### config.mk
export PLATFORM = sky130hd
export DESIGN_NAME = vram_tile_writer
export DESIGN_NICKNAME = d
export VERILOG_FILES = /design/src/rtl/vram_tile_writer_pkg.sv /design/src/rtl/tile_addr_gen.sv /design/src/rtl/vram_tile_writer.sv
export SDC_FILE = /design/constraint.sdc
export NUM_CORES = 1
export LEC_CHECK = 0
export BUFFER_PORTS_ARGS = -buffer_cell sky130_fd_sc_hd__buf_2
export CORE_MARGIN = 4
export CORE_UTILIZATION = 52
export CTS_BUF_LIST = sky130_fd_sc_hd__clkbuf_4 sky130_fd_sc_hd__clkbuf_8 sky130_fd_sc_hd__clkbuf_16
export CTS_CLUSTER_DIAMETER = 150
export DETAILED_ROUTE_END_ITERATION = 8
export PLACE_DENSITY = 0.82
export SETUP_SLACK_MARGIN = 0.1
export SLEW_MARGIN = 30
export SYNTH_ARGS = -nofsm -noshare
export SYNTH_HDL_FRONTEND = slang
export SYNTH_SLANG_ARGS = --single-unit
### constraint.sdc
create_clock -name clk_25mhz -period 2.4 [get_ports clk_25mhz]
set_input_delay 0.36 -clock clk_25mhz [delete_from_list [all_inputs] [get_ports clk_25mhz]]
set_output_delay 0.36 -clock clk_25mhz [all_outputs]
set_load 0.1 [all_outputs]
### src/rtl/vram_tile_writer_pkg.sv
// rtl/vram_tile_writer_pkg.sv - shared widths, FSM encodings and constant shift-add multiply
package vram_tile_writer_pkg;

    localparam int COLOR_W    = 9;
    localparam int VRAM_AW    = 19;
    localparam int TILE_DEF   = 16;
    localparam int VRAM_W_DEF = 640;
    localparam int VRAM_H_DEF = 480;

    localparam logic [1:0] ST_IDLE  = 2'd0;
    localparam logic [1:0] ST_RUN   = 2'd1;
    localparam logic [1:0] ST_FLUSH = 2'd2;
    localparam logic [1:0] ST_DONE  = 2'd3;

    typedef logic [COLOR_W-1:0] color_t;
    typedef logic [VRAM_AW-1:0] vaddr_t;

    // c is always an elaboration constant, so this folds into a fixed set of shifted adds
    function automatic vaddr_t mul_const(input vaddr_t x, input int unsigned c);
        vaddr_t acc;
        acc = '0;
        for (int k = 0; k < VRAM_AW; k++) begin
            if (c[k]) acc = acc + (x << k);
        end
        return acc;
    endfunction

endpackage

### src/rtl/tile_addr_gen.sv
// rtl/tile_addr_gen.sv - raster tx/ty counters, line_base accumulator, ROM and VRAM pixel address
module tile_addr_gen
    import vram_tile_writer_pkg::*;
#(
    parameter int TILE   = TILE_DEF,
    parameter int VRAM_W = VRAM_W_DEF,
    parameter int ID_W   = 6,
    localparam int TB    = $clog2(TILE)
) (
    input  logic              clk_i,
    input  logic              rst_i,
    input  logic              load_i,
    input  logic              adv_i,
    input  logic [ID_W-1:0]   id_i,
    input  vaddr_t            base_i,
    output logic [ID_W+2*TB-1:0] rom_adr_o,
    output vaddr_t            pix_adr_o,
    output logic              last_o
);

    logic [ID_W-1:0] id_q;
    logic [TB-1:0]   tx_q;
    logic [TB-1:0]   ty_q;
    vaddr_t          line_base_q;

    always_ff @(posedge clk_i) begin
        if (rst_i) begin
            id_q        <= '0;
            tx_q        <= '0;
            ty_q        <= '0;
            line_base_q <= '0;
        end else if (load_i) begin
            id_q        <= id_i;
            tx_q        <= '0;
            ty_q        <= '0;
            line_base_q <= base_i;
        end else if (adv_i) begin
            tx_q <= tx_q + 1'b1;
            if (tx_q == '1) begin
                ty_q        <= ty_q + 1'b1;
                line_base_q <= line_base_q + vaddr_t'(VRAM_W);
            end
        end
    end

    assign rom_adr_o = {id_q, ty_q, tx_q};
    assign pix_adr_o = line_base_q + vaddr_t'(tx_q);
    assign last_o    = (tx_q == '1) && (ty_q == '1);

endmodule

### src/rtl/vram_tile_writer.sv
// rtl/vram_tile_writer.sv - copies one TILE x TILE block (ROM or fill colour) into VRAM port B
module vram_tile_writer
    import vram_tile_writer_pkg::*;
#(
    parameter int TILE      = TILE_DEF,
    parameter int VRAM_W    = VRAM_W_DEF,
    parameter int VRAM_H    = VRAM_H_DEF,
    parameter int ID_W      = 6,
    parameter int SKIP_ZERO = 0,
    localparam int TB       = $clog2(TILE),
    localparam int RA_W     = ID_W + 2*TB
) (
    input  logic               clk_25mhz,
    input  logic               RST,
    input  logic               cmd_valid,
    output logic               cmd_ready,
    input  logic               cmd_fill,
    input  logic [ID_W-1:0]    cmd_tile_id,
    input  logic [6:0]         cmd_col,
    input  logic [4:0]         cmd_row,
    input  logic [COLOR_W-1:0] fill_color,
    output logic [RA_W-1:0]    rom_adr,
    input  logic [COLOR_W-1:0] rom_dat,
    output logic [VRAM_AW-1:0] vram_adrb,
    output logic [COLOR_W-1:0] vram_datb,
    output logic               vram_web,
    output logic               done,
    output logic               err
);

    logic [1:0] state_q, state_d;
    logic       wr_q, err_q, fill_q;
    color_t     color_q;
    vaddr_t     adrb_q, adrb_d;

    vaddr_t col_px, row_px, base;
    logic   accept, in_bounds, run, last, skip;
    vaddr_t pix_adr;

    assign accept    = cmd_valid && cmd_ready;
    assign run       = (state_q == ST_RUN);
    assign col_px    = vaddr_t'(cmd_col) << TB;
    assign row_px    = vaddr_t'(cmd_row) << TB;
    assign in_bounds = ((col_px + vaddr_t'(TILE)) <= vaddr_t'(VRAM_W)) &&
                       ((row_px + vaddr_t'(TILE)) <= vaddr_t'(VRAM_H));
    assign base      = mul_const(row_px, VRAM_W) + col_px;

    tile_addr_gen #(
        .TILE   (TILE),
        .VRAM_W (VRAM_W),
        .ID_W   (ID_W)
    ) u_addr_gen (
        .clk_i     (clk_25mhz),
        .rst_i     (RST),
        .load_i    (accept && in_bounds),
        .adv_i     (run),
        .id_i      (cmd_tile_id),
        .base_i    (base),
        .rom_adr_o (rom_adr),
        .pix_adr_o (pix_adr),
        .last_o    (last)
    );

    always_comb begin
        state_d = state_q;
        case (state_q)
            ST_IDLE:  if (accept) state_d = in_bounds ? ST_RUN : ST_DONE;
            ST_RUN:   if (last) state_d = ST_FLUSH;
            ST_FLUSH: state_d = ST_DONE;
            default:  state_d = ST_IDLE;
        endcase
    end

    assign adrb_d = run ? pix_adr : adrb_q;

    always_ff @(posedge clk_25mhz) begin
        if (RST) begin
            state_q <= ST_IDLE;
            wr_q    <= 1'b0;
            err_q   <= 1'b0;
            fill_q  <= 1'b0;
            color_q <= '0;
            adrb_q  <= '0;
        end else begin
            state_q <= state_d;
            wr_q    <= run;
            err_q   <= accept && !in_bounds;
            adrb_q  <= adrb_d;
            if (accept) begin
                fill_q  <= cmd_fill;
                color_q <= fill_color;
            end
        end
    end

    // rom_dat for a pixel arrives in its write cycle, so data and skip are resolved combinationally
    assign skip      = (SKIP_ZERO != 0) && !fill_q && (rom_dat == '0);
    assign vram_web  = wr_q && !skip;
    assign vram_datb = !wr_q ? '0 : (fill_q ? color_q : rom_dat);
    assign vram_adrb = adrb_q;
    assign cmd_ready = (state_q == ST_IDLE);
    assign done      = (state_q == ST_DONE);
    assign err       = err_q;

endmodule

==> Word-level counts from Yosys, hierarchy flattened <==
Index checks and enable logic that the tools add are counted.
{ "word_totals": {"output_inout_bits": 46, "ff_bits": 66, "in_bits": 40} }
{ "classes": {"n_lt_le_gt_ge": 2, "muxes": 9, "n_addsub": 8, "n_reduce_logical": 13, "n_eq_ne": 7} }
{ "op_table": {"columns": ["operator", "n"], "rows": [
  ["$mux W19", 3],
  ["$add A16 B18 Y19", 1],
  ["$add A19 B10 Y19 const B", 1],
  ["$add A19 B11 Y19", 1],
  ["$add A19 B4 Y19", 1],
  ["$mux W9", 2],
  ["$add A11 B5 Y12 const B", 1],
  ["$le A12 B10 Y1 const B", 1],
  ["$add A9 B5 Y10 const B", 1],
  ["$le A10 B9 Y1 const B", 1],
  ["$add A4 B1 Y4 const B", 2],
  ["$eq A4 B4 Y1 const B", 2],
  ["$mux W2", 3],
  ["$pmux W2 S3", 1],
  ["$reduce_and A2 Y1", 3],
  ["$logic_and A1 B1 Y1", 5],
  ["$eq A2 B2 Y1 const B", 2],
  ["$ne A2 B1 Y1 const B", 2],
  ["$reduce_bool A2 Y1", 2],
  ["$eq A2 B1 Y1 const B", 1],
  ["$logic_not A2 Y1", 1],
  ["$reduce_or A2 Y1", 1],
  ["$logic_not A1 Y1", 1]
]} }

==> Logic depth before layout (Yosys ltp) <==
{ "logic_depth": {"depth_word": 6, "mapped_depth": 9, "ltp_nobuf": 8} }

==> Hierarchy <==
Synthesis repeated with hierarchy kept, for this count alone.
{ "unflattened": {"cells_unflattened": 404, "area_unflattened_um2": 3607.2} }
{ "modules_own_cells": {"columns": ["module", "seq_area_each_um2", "area_per_inst_um2", "instances", "cells_per_inst"], "rows": [
  ["tile_addr_gen", 660.6, 1988.2, 1, 226],
  ["vram_tile_writer", 660.6, 1619.1, 1, 178]
]} }

==> Worst setup path after synthesis <==
Ideal clock, no wire load.
{ "synth_timing": {"path_kind": "reg-to-output", "start": "register wr_q, in the netlist vram_web", "end": "output port vram_datb[0]", "required_ns": 2.040, "path_buffers": 0, "stages_incl_launch_ff": 2, "arrival_ns": 2.458, "setup_slack_ns": -0.418, "path_cell_list": "dfxtp_1 > nor2b_1"} }
{ "synth_between": {"elab_chain_cells": 1} }
{ "synth_rtl": {"columns": ["item", "line_no", "source"], "rows": [
  ["start: declaration", "vram_tile_writer.sv:32", "logic wr_q, err_q, fill_q;"],
  ["start signal: assignment", "vram_tile_writer.sv:86", "wr_q <= run;"],
  ["$mux W9", "vram_tile_writer.sv:99", "assign vram_datb = !wr_q ? '0 : (fill_q ? color_q : rom_dat);"],
  ["end: declaration", "vram_tile_writer.sv:25", "output logic [COLOR_W-1:0] vram_datb,"]
]} }
Every way passes these cells.

==> Final worst setup path <==
{ "layout_timing": {"start": "register fill_q", "end": "output port vram_datb[1]"} }
{ "layout_between": {"elab_chain_cells": 2} }
{ "layout_rtl": {"columns": ["item", "line_no", "source"], "rows": [
  ["start: declaration", "vram_tile_writer.sv:32", null],
  ["start signal: assignment", "vram_tile_writer.sv:90", "fill_q <= cmd_fill;"],
  ["$mux W9 (2 in a row)", "vram_tile_writer.sv:99", null]
]} }
Every way passes these cells.

==> results_dict.tcl <==
set metrics [dict create \
    wl_mm 6.15 \
    vias 2402 \
    grt_max_degree 30 \
    die_h_microns 83.9 \
    cp_max_fo 10 \
    ys_seq_area_share_pct 41.4 \
    worst-path-buf-inv 1 \
    place_area_sq_um 3480 \
    die_w_microns 83.9 \
    core_area_sq_um 5540 \
    syn_area_per_cell_sq_um 9.54 \
    ctsHoldBuffers 0 \
    antenna_found_initial 0 \
    finalInstanceArea_sq_um 3670 \
    max-slew-margin-rel_pct 64.4 \
    setup_viol 0 \
    clk_pin_slew_ns 0.07 \
    wl_per_cell_microns 13.0 \
    synth_top_area_share_pct 41.4 \
    maxSlewViolCount 0 \
    p_leak_nw 1.66 \
    std_cell_rows 27 \
    start_kind "register" \
    boundaryPins 86 \
    cp.required_ns 2.04 \
    cts-root-buf "clkbuf_8" \
    synth_compound_area_share_pct 8.69 \
    drtIter0Drc 90 \
    numCtsBuffers 9 \
    crit_path_max_incr_delay_ns 0.66 \
    grt_pass1_wl_mm 10.6 \
    grt_pass1_vias 2378 \
    final_common_cell "buf_2" \
    worst_pin_slew_ns 0.534 \
    dp_hpwl_mm 4.52 \
    hold_path_class "in2reg" \
    syn_inst 314 \
    insertion_delay_ns 0.33 \
    fin_util_pct 66.2 \
    status "finished, final reports clean" \
    diodes 0 \
    io_buffers 85 \
    synth_seq_cells 62 \
    final.setup.worst_slack_ns 0.334 \
    tns_ns 0 \
    nets 448 \
    synth_top_family_by_area "simple AND/OR/NAND/NOR gates" \
    place.gp.congestion 0.767 \
    synthXorXnorAreaFrac_pct 5.85 \
    pre_cts_slack_ns 0.170 \
    critPathCaptureType "primary output" \
    layout-drive-gt1-share_pct 33.3 \
    cts_tree "built" \
    synth_mux_area_share_pct 14.1 \
    synth_largest_area_cell "dfxtp_1" \
    drc 0 \
    clock.fmax_mhz 484 \
    fin_crit_sh_pct 86.1 \
    final-hold-violation-count 0 \
    htree_num_levels 3 \
    cts.sinks 62 \
    syn_area_sq_um 3000 \
    synthSimpleGateAreaFrac_pct 20.0 \
    grt_usage_pct 18.2 \
    rsz0062_at_grt "no" \
    mostFrequentLayoutCells "buf_2, dfxtp_1, nor2_1, mux2i_1, nand2_1" \
    synth_cell_types 41 \
    reg2reg_slack_ns 0.40 \
    fin_hold_ws_ns 0.257 \
    fin_crit_ns 2.07 \
    initial_core_util_pct 54.1 \
    synth_area_leaders "dfxtp_1, mux2i_1, nor2_1" \
    fin_skew_ns 0.00747 \
    p_per_area_nw_per_um2 901 \
    die_area_sq_um 7040 \
    critical_path_class "reg2out" \
    maxCapViolations 0 \
    cts_resized 0 \
    synth_nets 367 \
    synth-adder-area-share_pct 5.68 \
    grt_overflow 0 \
    vias_per_cell 5.09 \
    critPathArrivalTime_ns 1.71 \
    peakVddDrop_mv 0.727 \
    syn_to_final_growth_pct 22.4 \
    ys_warn_count 0 \
    critPathTopFamily "flip-flops" \
    critPathSlowestCell "dfxtp_1" \
    ant_nets 0 \
    cts_setup_buffers 0 \
    path_cells "mux2i_1, nor2b_2, buf_2" \
    firstDrtPassIters 4 \
    cts_max_path_buffers 2 \
]
-- cells in the mapped netlist, drive strengths merged --
cell / instances
or2: 1
a211oi: 12
nor4: 2
ha: 12
inv: 7
nand2: 23
nor2b: 13
mux2i: 41
fa: 1
nor4bb: 1
nand3b: 1
nor3: 2
xor2: 7
nand2b: 2
xnor2: 13
clkbuf: 10
and2: 2
a21o: 1
and4: 1
nand4: 3
nand3: 6
a311oi: 1
dfxtp: 62
mux2: 1
a21oi: 13
nor2: 59
a32oi: 1
o21a: 1
nor3b: 1
o211ai: 1
nor4b: 2
o21ai: 2
buf: 9
-- worst min-delay path: cells and delay by family --
| kind | cells | cell delay [ns] |
|---|---|---|
| buffers and inverters | 1 | 0.09 |
| AOI/OAI and AO/OA | 1 | 0.05 |
| and+or+nand+nor | 1 | 0.04 |
-- per-stage QoR --
stage | instances | power [mW]
after floorplan | 314 | 2.30
after global placement | 456 | 2.47
after detailed placement | 456 | 2.50
after CTS | 472 | 3.33
after global routing | 472 | 3.47
final | 472 | 3.30
-- final timing paths --
check,startpoint,to,cells past startpoint
worst max-delay path,fill_q$_SDFFE_PP0P_,vram_datb[1],3
worst min-delay path,fill_color[6],color_q[6]$_SDFFE_PP0P_,3
worst max register to register,state_q[1]$_SDFFE_PP0P_,u_addr_gen.line_base_q[10]$_SDFFE_PP0P_,6
worst min register to register,color_q[2]$_SDFFE_PP0P_,color_q[2]$_SDFFE_PP0P_,2
-- area by class of cell --
class	instances	area (sq um)
fill	471	1870
multi-input combinational	226	1660
sequential	62	1240
timing repair buffer	89	468
clock buffer	11	151
tap	72	90.1
clock inverter	5	33.8
inverter	7	26.3
-- flip-flops by register name, indices dropped and copies added, names as in the netlist, 2 cells and up --
register and count:
u_addr_gen.tx_q 4, u_addr_gen.ty_q 4, u_addr_gen.line_base_q 15, state_q 2, color_q 9, u_addr_gen.id_q 6
vram_adrb 19
-- report_power, final --
| group | switching [mW] | internal [mW] |
|---|---|---|
| combinational | 0.876 | 0.366 |
| clock | 0.402 | 0.428 |
| sequential | 0.0975 | 1.13 |
-- metal layers --
metal	track usage, %	wire [microns]
met5	0	0
met2	29.8	2830
met4	8.33	82
met3	5.03	386
met1	22.1	2850
-- cells by family after synthesis --
| family | Yosys count |
|---|---|
| compound gates | 32 |
| xor+xnor | 20 |
| fa+ha+maj | 13 |
| buf+inv | 26 |
| flops | 62 |
| mux | 42 |
| simple gates | 119 |
(Power assumes the default switching activity.)
